## src/rtl/stage_mem.sv

```systemverilog
// Memory-access stage: data-memory handshake, load/store lane formatting and the MEM/WB register.
// Define MEM_MISALIGN_CHECK_EN to retire misaligned accesses without a request and pulse mem_misalign.
module stage_mem #(
  parameter int unsigned TIMEOUT = 255
) (
  input  logic        clk,
  input  logic        rst,
  input  logic        ex_mem_valid,
  input  logic        ex_mem_memread,
  input  logic        ex_mem_memwrite,
  input  logic        ex_mem_memtoreg,
  input  logic        ex_mem_regwrite,
  input  logic [4:0]  ex_mem_rd,
  input  logic [2:0]  ex_mem_funct3,
  input  logic [31:0] ex_mem_alu_result,
  input  logic [31:0] ex_mem_rs2_data,
  output logic        dmem_req,
  output logic        dmem_we,
  output logic [31:0] dmem_addr,
  output logic [31:0] dmem_wdata,
  output logic [3:0]  dmem_wstrb,
  input  logic        dmem_ready,
  input  logic [31:0] dmem_rdata,
  output logic        mem_stall,
  output logic        mem_err,
  output logic        mem_misalign,
  output logic        mem_wb_valid,
  output logic        mem_wb_regwrite,
  output logic        mem_wb_memtoreg,
  output logic [4:0]  mem_wb_rd,
  output logic [31:0] mem_wb_alu_result,
  output logic [31:0] mem_wb_mem_read_data
);

  localparam int unsigned CntW = 16;

  typedef enum logic [0:0] {StIdle, StWait} state_e;

  state_e          state_q, state_d;
  logic [CntW-1:0] cnt_q, cnt_d;

  logic        mem_op, misalign, acc, abort, done;
  logic [1:0]  lane, size;
  logic [7:0]  ld_byte;
  logic [15:0] ld_half;
  logic [31:0] load_data, rdata_d;
  logic [31:0] st_wdata;
  logic [3:0]  st_strb;

  assign lane   = ex_mem_alu_result[1:0];
  assign size   = ex_mem_funct3[1:0];
  assign mem_op = ~rst & ex_mem_valid & (ex_mem_memread | ex_mem_memwrite);

`ifdef MEM_MISALIGN_CHECK_EN
  assign misalign = mem_op & (((size == 2'b01) & lane[0]) | (size[1] & (lane != 2'b00)));
`else
  assign misalign = 1'b0;
`endif

  assign acc   = mem_op & ~misalign;
  // Ready in the final allowed cycle wins over the abort.
  assign abort = (state_q == StWait) & acc & ~dmem_ready & (cnt_q == TIMEOUT[CntW-1:0]);
  assign done  = acc & dmem_ready;

  assign dmem_req   = acc & ~abort;
  assign mem_stall  = acc & ~dmem_ready & ~abort;
  assign dmem_we    = ~rst & ex_mem_memwrite;
  assign dmem_addr  = rst ? 32'h0 : {ex_mem_alu_result[31:2], 2'b00};
  assign dmem_wdata = rst ? 32'h0 : st_wdata;
  assign dmem_wstrb = (~rst & ex_mem_memwrite) ? st_strb : 4'b0000;

  always_comb begin
    st_wdata = ex_mem_rs2_data;
    st_strb  = 4'b1111;
    case (size)
      2'b00: begin
        st_wdata = {4{ex_mem_rs2_data[7:0]}};
        st_strb  = 4'b0001 << lane;
      end
      2'b01: begin
        st_wdata = {2{ex_mem_rs2_data[15:0]}};
        st_strb  = lane[1] ? 4'b1100 : 4'b0011;
      end
      default: ;
    endcase
  end

  always_comb begin
    ld_byte = dmem_rdata[7:0];
    case (lane)
      2'b01:   ld_byte = dmem_rdata[15:8];
      2'b10:   ld_byte = dmem_rdata[23:16];
      2'b11:   ld_byte = dmem_rdata[31:24];
      default: ;
    endcase
    ld_half = lane[1] ? dmem_rdata[31:16] : dmem_rdata[15:0];
    case (ex_mem_funct3)
      3'b000:  load_data = {{24{ld_byte[7]}}, ld_byte};
      3'b100:  load_data = {24'h0, ld_byte};
      3'b001:  load_data = {{16{ld_half[15]}}, ld_half};
      3'b101:  load_data = {16'h0, ld_half};
      default: load_data = dmem_rdata;
    endcase
    rdata_d = (done & ex_mem_memread) ? load_data : 32'h0;
  end

  always_comb begin
    state_d = state_q;
    cnt_d   = cnt_q;
    unique case (state_q)
      StIdle: begin
        if (acc & ~dmem_ready) begin
          state_d = StWait;
          cnt_d   = CntW'(1);
        end
      end
      StWait: begin
        if (~acc | dmem_ready | abort) begin
          state_d = StIdle;
          cnt_d   = '0;
        end else begin
          cnt_d = cnt_q + CntW'(1);
        end
      end
      default: begin
        state_d = StIdle;
        cnt_d   = '0;
      end
    endcase
  end

  always_ff @(posedge clk or posedge rst) begin
    if (rst) begin
      state_q <= StIdle;
      cnt_q   <= '0;
    end else begin
      state_q <= state_d;
      cnt_q   <= cnt_d;
    end
  end

  // While stalled a bubble enters WB so the stalled instruction never writes twice.
  always_ff @(posedge clk or posedge rst) begin
    if (rst) begin
      mem_err              <= 1'b0;
      mem_misalign         <= 1'b0;
      mem_wb_valid         <= 1'b0;
      mem_wb_regwrite      <= 1'b0;
      mem_wb_memtoreg      <= 1'b0;
      mem_wb_rd            <= 5'd0;
      mem_wb_alu_result    <= 32'h0;
      mem_wb_mem_read_data <= 32'h0;
    end else begin
      mem_err      <= abort;
      mem_misalign <= misalign;
      if (mem_stall) begin
        mem_wb_valid    <= 1'b0;
        mem_wb_regwrite <= 1'b0;
      end else begin
        mem_wb_valid         <= ex_mem_valid;
        mem_wb_regwrite      <= ex_mem_regwrite & ~abort & ~misalign;
        mem_wb_memtoreg      <= ex_mem_memtoreg;
        mem_wb_rd            <= ex_mem_rd;
        mem_wb_alu_result    <= ex_mem_alu_result;
        mem_wb_mem_read_data <= rdata_d;
      end
    end
  end

endmodule

```

## config.mk

```make
export PLATFORM = sky130hd
export DESIGN_NAME = stage_mem
export DESIGN_NICKNAME = d
export VERILOG_FILES = /design/src/rtl/stage_mem.sv
export SDC_FILE = /design/constraint.sdc
export NUM_CORES = 1
export LEC_CHECK = 0
export ABC_AREA = 1
export BUFFER_PORTS_ARGS = -buffer_cell sky130_fd_sc_hd__buf_4
export CORE_MARGIN = 10
export CORE_UTILIZATION = 46
export DETAILED_ROUTE_END_ITERATION = 6
export GPL_ROUTABILITY_DRIVEN = 0
export PLACE_DENSITY = 0.79
export SETUP_SLACK_MARGIN = 0.15
export SLEW_MARGIN = 20
export SYNTH_ARGS = -nofsm -noshare
export SYNTH_HDL_FRONTEND = slang
export SYNTH_SLANG_ARGS = --single-unit
```

## constraint.sdc

```tcl
create_clock -name clk -period 7.75 [get_ports clk]
set_input_delay 1.55 -clock clk [delete_from_list [all_inputs] [get_ports clk]]
set_output_delay 1.55 -clock clk [all_outputs]
set_load 0.02 [all_outputs]
```

Yosys cells after proc, flatten, opt, wreduce, memory -nomap -nowiden
Index checks and enable logic that the tools add are counted.
{ "word_totals": {"reg_bits": 90, "inputBits": 112, "output_inout_bits": 145, "word_cells": 60} }
{ "op_classes": {"addsub": 1, "n_eq_ne": 9, "n_shift": 1, "muxes": 18, "n_bitwise": 20, "reduce_logical": 2} }
{ "op_table": {"columns": ["cell", "n"], "rows": [
  ["32-bit case mux with 4 select lines", 1],
  ["32-bit two-way mux", 3],
  ["32-bit case mux with 2 select lines", 1],
  ["16-bit two-way mux", 3],
  ["16-bit case mux with 2 select lines", 1],
  ["8-bit case mux with 3 select lines", 1],
  ["16-bit by 1-bit adder with 16-bit output, second input constant", 1],
  ["16-bit by 8-bit == test with 1-bit output, second input constant", 1],
  ["1-bit bitwise AND", 12],
  ["4-bit two-way mux", 2],
  ["4-bit case mux with 2 select lines", 1],
  ["3-bit == test, second input constant", 2],
  ["1-bit inverter", 5],
  ["2-bit by 1-bit == test with 1-bit output, second input constant", 2],
  ["2-bit == test, second input constant", 2],
  ["1-bit two-way mux", 4],
  ["1-bit by 2-bit left shift with 4-bit output, first input constant", 1],
  ["3-bit by 1-bit == test with 1-bit output, second input constant", 1],
  ["3-bit logical NOT", 1],
  ["1-bit OR", 3],
  ["2-bit logical NOT", 1],
  ["2-bit inequality test, second input constant", 1],
  ["1-bit case mux with 2 select lines", 1]
]} }

Depth between registers and ports, before layout
Gate-level depths: netlist (run 1).
{ "logic_depth": {"word_depth": 9, "ltp_mapped": 12} }

Worst setup path after synthesis (run 1)
OpenSTA, ideal clock, no wires.
{ "synth_timing": {"kind": "input to output", "start": "in rst", "end": "out dmem_wdata[14]", "arrival_ps": 5380, "slack_ps": 820, "path_stages": 4, "path_buffers": 1, "path_cell_list": "inv_2 > clkbuf_1 > o21ai_0 > nor2_1"} }
{ "synth_between": {"elab_chain_cells": 1} }
{ "synth_lines": {"columns": ["element", "line", "rtl"], "rows": [
  ["from (decl)", "7", "input logic rst,"],
  ["32-bit two-way mux", "69", "assign dmem_wdata = rst ? 32'h0 : st_wdata;"],
  ["to (decl)", "20", "output logic [31:0] dmem_wdata,"]
]} }
No other way between the ends.

Final worst setup path (run 1)
{ "layout_timing": {"start": "in rst", "end": "out mem_stall"} }
{ "layout_between": {"elab_chain_cells": 8, "elab_cells_between_ends": 9, "classes_between": "bitwise: 9"} }
{ "layout_lines": {"columns": ["element", "line", "rtl"], "rows": [
  ["1-bit inverter *", "52", "assign mem_op = ~rst & ex_mem_valid & (ex_mem_memread | ex_mem_memwrite);"],
  ["1-bit bitwise AND * (2 in series)", "52", null],
  ["1-bit bitwise AND (3 in series)", "62", "assign abort = (state_q == StWait) & acc & ~dmem_ready & (cnt_q == TIMEOUT[CntW-1:0]);"],
  ["1-bit inverter", "66", "assign mem_stall = acc & ~dmem_ready & ~abort;"],
  ["1-bit bitwise AND *", "66", null],
  ["to (decl)", "24", "output logic mem_stall,"]
]} }
Mark *: on every way between the ends. The rest lies on a longest branch, timed or not.

==> reports/metrics.yaml, run 1 <==
synth:
  yosysSeqAreaShare_pct: 44.6
  yosysWarnings: 0
  ys_ff_latch: 90
  yosys.area_share.simple_pct: 33.7
  yosysTopAreaCellShare_pct: 44.6
  synth_edf_count: 0
  async_flop_share_pct: 100
  synth_compound_area_share_pct: 10.6
  synth_xor_area_share_pct: 1.39
  synth_largest_area_cell: "dfrtp_1"
  synth_area_leaders: "dfrtp_1 45%, nand2_1 17%, nor2_1 9.5%, inv_1 4.9%, o21ai_0 3.7%"
  syn-instance-count: 717
  synthAdderAreaFrac_pct: 0.248
  synthesis.area_um2: 5050
  syn_area_per_cell_um2: 7.04
  synth.area.mux_share_pct: 0
  ys_types: 34
  synth_flop_cell: "dfrtp_1"
  synth_top_family_by_area: "simple AND/OR/NAND/NOR gates"
die:
  coreArea_um2: 10800
  design.die.area_um2: 15600
  ios: 257
  die_x_um: 125
  die_h_um: 125
  initial_core_util_pct: 46.8
  rows: 38
power_and_ir_drop:
  power_density_nw_per_um2: 153
  power_mw: 1.09
  switchingPower_uw: 363
  p_int_uw: 727
  swShare_pct: 33.3
  peakVddDrop_mv: 0.107
  seq_power_share_pct: 46.0
  p_leak_nw: 4.00
  p_clk_share_pct: 28.9
  p_comb_share_pct: 25.1
drt:
  ant_nets: 0
  wl_per_cell_um: 16.3
  drtIter0Drc: 432
  drc: 0
  wl_um: 17900
  vias_per_cell: 4.93
  vias: 5408
  dr.pass1.iters: 5
layout:
  nFillCells: 997
  final_common_cell: "buf_4"
  postLayoutCoreUtil_pct: 66.2
  area_growth_pct: 41.4
  final_layout_size_suffix_gt1_share_pct: 32.1
  n_antenna_cell: 0
  layout_common_cells: "255 x buf_4, 232 x nand2_1, 128 x nor2_1"
  nets: 1065
  finish.instance_area_um2: 7140
  fin_cells: 1097
placed_design:
  dpl_cell_area_um2: 6950
  io_buffers: 253
  dpl.cell_count: 1081
  post-dp-hpwl_um: 14100
sta:
  relSlewSlack_pct: 28.6
  fin_tns_setup_ns: 0
  setup_viol_count_final: 0
  hold_violations: 0
  fmax_ghz: 0.181
  maxSlewViolCount: 0
  period_share_pct: 71.4
  worst_pin_slew_ns: 1.07
  period_minus_slack_ns: 5.53
  rsz0062_at_grt: "no"
  skew_ns: 0.0161
run:
  maxCapViolCount: 0
grt:
  grt_first_pass_wirelength_um: 28300
  grt-ovfl-total: 0
  grt_antenna_before_repair: 0
  grt_pass1_vias: 5129
  grt_max_degree: 105
  grtUsageTotal_pct: 22.1
status:
  status: "complete, no violations"
critical_path:
  startpoint_type: "input pin"
  critPathMaxStageDelay_ns: 0.73
  crit_buf_inv: 5
  worstPathRequired_ns: 6.20
  endpoint_kind: "output port"
  crit_fanout: 104
  arrival_ns: 3.98
  crit_chain: "buf_4 > inv_4 > nand2_1 > nor2_2 > nand2_2 > clkinv_2 > nand2_8 > inv_4 > buf_4"
  path_delay_family: "buffers and inverters"
  crit_type: "in -> out"
  critPathSlowestCell: "inv_4"
clock_tree:
  path_clk_slew_ns: 0.10
  cts_buffers: 9
  cts_tree: "done"
  cts_hold_buf: 0
  cts_sinks: 90
  cts_resized: 0
  root_buffer: "clkbuf_8"
  clk_latency_ns: 0.37
  postCtsSetupBuffers: 0
  htreeDepth: 3
  cts_buffer_depth: 2
hold_path:
  hp-class: "reg -> reg"
==> kinds of logic (layout without fill, tap and decap cells) <==
kind of cell	Yosys count	count (layout)
compound gates	97	97
xor+xnor	8	8
fa+ha+maj	1	1
buf+inv	105	343
flops	90	90
other cells	1	3
simple gates	415	415
==> Yosys cell counts (3+ instances only) <==
library cell / n
a21oi_1: 18
buf_2: 6
buf_4: 4
buf_6: 7
clkbuf_1: 16
dfrtp_1: 90
inv_1: 66
nand2_1: 232
nand2_2: 20
nand3_1: 24
nand3_2: 3
nor2_1: 128
o211ai_1: 6
o21ai_0: 37
o21ai_1: 20
o21bai_1: 4
o22ai_1: 8
xnor2_1: 3
xor2_1: 5
==> area by class of cell <==
class	instances	area [µm²]	area share, %
multi-input combinational	524	2330	32.7
sequential	90	2250	31.5
timing repair buffer	255	1910	26.8
inverter	72	278	3.89
tap	140	175	2.45
clock buffer	9	124	1.73
clock inverter	7	67.6	0.946
==> worst paths after layout <==
path | cells past startpoint | end | start | slack, ns
worst min-delay path | 2 | mem_wb_rd[3] | mem_wb_rd[3] | 0.49
worst min register to register | 2 | mem_wb_rd[3] | mem_wb_rd[3] | 0.49
worst max register to register | 10 | mem_wb_alu_result[31] | cnt_q[0] | 5.38
worst max-delay path | 9 | mem_stall | rst | 2.22
min in group asynchronous | 2 | mem_wb_alu_result[13] | rst | 1.44
max in group asynchronous | 3 | mem_wb_mem_read_data[22] | rst | 5.23
==> worst min-delay path: cells and delay by family, from the launching register on <==
| family | cells | cell delay (ns) |
|---|---|---|
| flip-flops | 1 | 0.36 |
| AND/OR/NAND/NOR | 2 | 0.10 |
==> per-layer routing <==
layer	global-route usage (%)	vias to the layer above	share of wire [%]
met4	5.76	0	1.4
met5	0	-	0
met3	6.04	17	7.8
met2	37.2	226	49
li1	-	2680	-
met1	27.3	2485	41
==> power by group through the flow <==
stage | combinational [mW] | sequential, mW | clock [mW]
2_1_floorplan | 0.118 | 0.532 | 0
3_3_place_gp | 0.272 | 0.511 | 0
3_5_place_dp | 0.275 | 0.511 | 0
4_1_cts | 0.275 | 0.502 | 0.325
5_1_grt | 0.297 | 0.505 | 0.340
6_report | 0.273 | 0.502 | 0.315
==> per-stage QoR <==
stage	hold slack, ns	worst slack (ns)
6_report	0.490	2.22
5_1_grt	0.513	1.86
4_1_cts	0.492	2.15
3_5_place_dp	0.460	2.15
3_3_place_gp	0.464	2.22
2_1_floorplan	0.471	0.820
==> sequential cells by signal, indices dropped and copies added (netlist names) <==
register and count:
cnt_q 16, mem_err 1, mem_wb_alu_result 32, mem_wb_mem_read_data 32, mem_wb_memtoreg 1, mem_wb_rd 5, mem_wb_regwrite 1, mem_wb_valid 1
state_q 1
Note: power is estimated with default switching activity, not from simulation.
==> run 2: changes to the inputs <==
==> constraint.sdc (replaced) <==
create_clock -name clk -period 5.8 [get_ports clk]
set_input_delay 1.16 -clock clk [delete_from_list [all_inputs] [get_ports clk]]
set_output_delay 1.16 -clock clk [all_outputs]
set_load 0.02 [all_outputs]
==> reports/metrics.yaml, run 2 (same netlist as run 1, synthesis figures left out) <==
status:
  status: "complete, no violations"
sta:
  fmax_ghz: 0.240
  setup_viol_count_final: 0  # unchanged
  fin_tns_setup_ns: 0  # unchanged
  worst_pin_slew_ns: 1.10  # +0.0253 ns
  rsz0062_at_grt: "no"
  relSlewSlack_pct: 26.9  # -1.7 points
  hold_violations: 0  # unchanged
  period_minus_slack_ns: 4.17
  skew_ns: 0.0186  # +0.00250 ns
  maxSlewViolCount: 0  # unchanged
  period_share_pct: 72.0
placed_design:
  io_buffers: 253  # unchanged
  post-dp-hpwl_um: 14100  # about the same
layout:
  seqCellArea_um2: 2250  # unchanged
  nFillCells: 985  # -1.2%
  multiInputGateArea_um2: 2330  # unchanged
  postLayoutCoreUtil_pct: 66.5  # +0.29 points
  nets: 1066  # +0.094%
  final_common_cell: "buf_4"
  final_layout_size_suffix_gt1_share_pct: 32.1  # unchanged
  top_regs: "mem_wb_alu_result: 32 flops, mem_wb_mem_read_data: 32 flops, cnt_q: 16 flops"
  layout_common_cells: "256 x buf_4, 232 x nand2_1, 128 x nor2_1"
  area_growth_pct: 42.0
  n_antenna_cell: 0  # unchanged
grt:
  grt_pass1_vias: 4953  # -3.4%
  grt_antenna_before_repair: 0  # unchanged
  grtUsageTotal_pct: 21.7  # -0.38 points
  grt_first_pass_wirelength_um: 27700  # -2.1%
  grt_max_degree: 104  # -0.95%
  grt-ovfl-total: 0  # unchanged
power_and_ir_drop:
  swShare_pct: 30.3  # -3.0 points
  peakVddDrop_mv: 0.158  # +48%
  p_leak_nw: 4.01  # +0.47%
  power_density_nw_per_um2: 209  # +37%
  switchingPower_uw: 455  # +25%
  p_comb_share_pct: 24.3  # -0.8 points
  p_int_mw: 1.05  # +44%
  p_clk_share_pct: 31.1  # +2.2 points
  seq_power_share_pct: 44.7  # -1.3 points
die:
  design.die.area_um2: 15600  # unchanged
  die_x_um: 125  # unchanged
  rows: 38  # unchanged
  coreArea_um2: 10800  # unchanged
  ios: 257  # unchanged
  initial_core_util_pct: 46.8  # unchanged
  die_h_um: 125  # unchanged
clock_tree:
  cts_resized: 0  # unchanged
  root_buffer: "clkbuf_8"
  clk_latency_ns: 0.35  # -0.02 ns
  path_clk_slew_ns: 0.09  # about the same
  htreeDepth: 3  # unchanged
  cts_hold_buf: 0  # unchanged
  cts_buffers: 9  # unchanged
  postCtsSetupBuffers: 0  # unchanged
  cts_sinks: 90  # unchanged
  cts_buffer_depth: 2  # unchanged
  cts_tree: "done"
drt:
  drc: 0  # unchanged
  dr.pass1.iters: 5  # unchanged
  wl_per_cell_um: 16.3  # -0.22%
  vias_per_cell: 4.87  # -1.1%
  ant_nets: 0  # unchanged
  drtIter0Drc: 491  # +14%
  vias: 5347  # -1.1%
  wl_um: 17900  # -0.22%
critical_path:
  arrival_ns: 3.01  # -0.97 ns
  startpoint_type: "input pin"
  crit_fanout: 27  # -74%
  crit_type: "in -> out"
  endpoint_kind: "output port"
  worstPathRequired_ns: 4.64  # -1.56 ns
run:
  maxCapViolCount: 0  # unchanged
hold_path:
  hp-class: "reg -> reg"
## run 2: per-layer routing
metal	global-route usage [%]	routed length, µm
met5	0	0
met4	4.87	193
met3	4.94	1310
met2	36.6	8780
met1	27.6	7570
## run 2: area by class of cell
class | count | share of cell area [%]
multi-input cells | 524 | 32.5
flip-flops and latches | 90 | 31.4
repair buffers | 256 | 26.8
inverters | 72 | 3.87
well taps | 140 | 2.44
clock buffers | 9 | 1.73
clock inverters | 6 | 1.27
## run 2: through the flow
stage          setup slack (ns)  hold WS, ns  power [mW]  cells  cell area [µm²]
6_report                   1.63        0.485        1.50   1097             7170
5_1_grt                    1.43        0.507        1.57   1097             7170
4_1_cts                    1.67        0.483        1.51   1097             7170
3_5_place_dp               1.68        0.461        1.05   1082             6960
3_3_place_gp               1.69        0.455        1.05   1082             6960
2_1_floorplan              1.35        0.471       0.869    719             5060
## run 2: worst paths after layout
| check | from | to | slack, ns | depth (start not counted) |
|---|---|---|---|---|
| min in group asynchronous | rst | mem_wb_alu_result[8] | 1.03 | 2 |
| setup / recovery | ex_mem_funct3[1] | dmem_wstrb[3] | 1.63 | 8 |
| hold / removal | mem_wb_memtoreg | mem_wb_memtoreg | 0.49 | 2 |
| max in group asynchronous | rst | cnt_q[11] | 3.57 | 3 |
| setup reg to reg | cnt_q[0] | mem_wb_alu_result[29] | 3.26 | 10 |
| hold reg to reg | mem_wb_memtoreg | mem_wb_memtoreg | 0.49 | 2 |
## run 2: worst max-delay path: stages
cell	delay, ns
buf_4	0.12
inv_1	0.53
nand2_1	0.60
inv_1	0.19
nand2_1	0.09
nand2_1	0.11
a21oi_1	0.05
buf_4	0.16
## run 2: power by group through the flow
stage / combinational [mW] / sequential [mW] / clock, mW
after floorplan: 0.158 / 0.711 / 0
after global placement: 0.364 / 0.682 / 0
after detailed placement: 0.366 / 0.683 / 0
after CTS: 0.367 / 0.671 / 0.473
after global routing: 0.394 / 0.674 / 0.502
final: 0.365 / 0.671 / 0.466
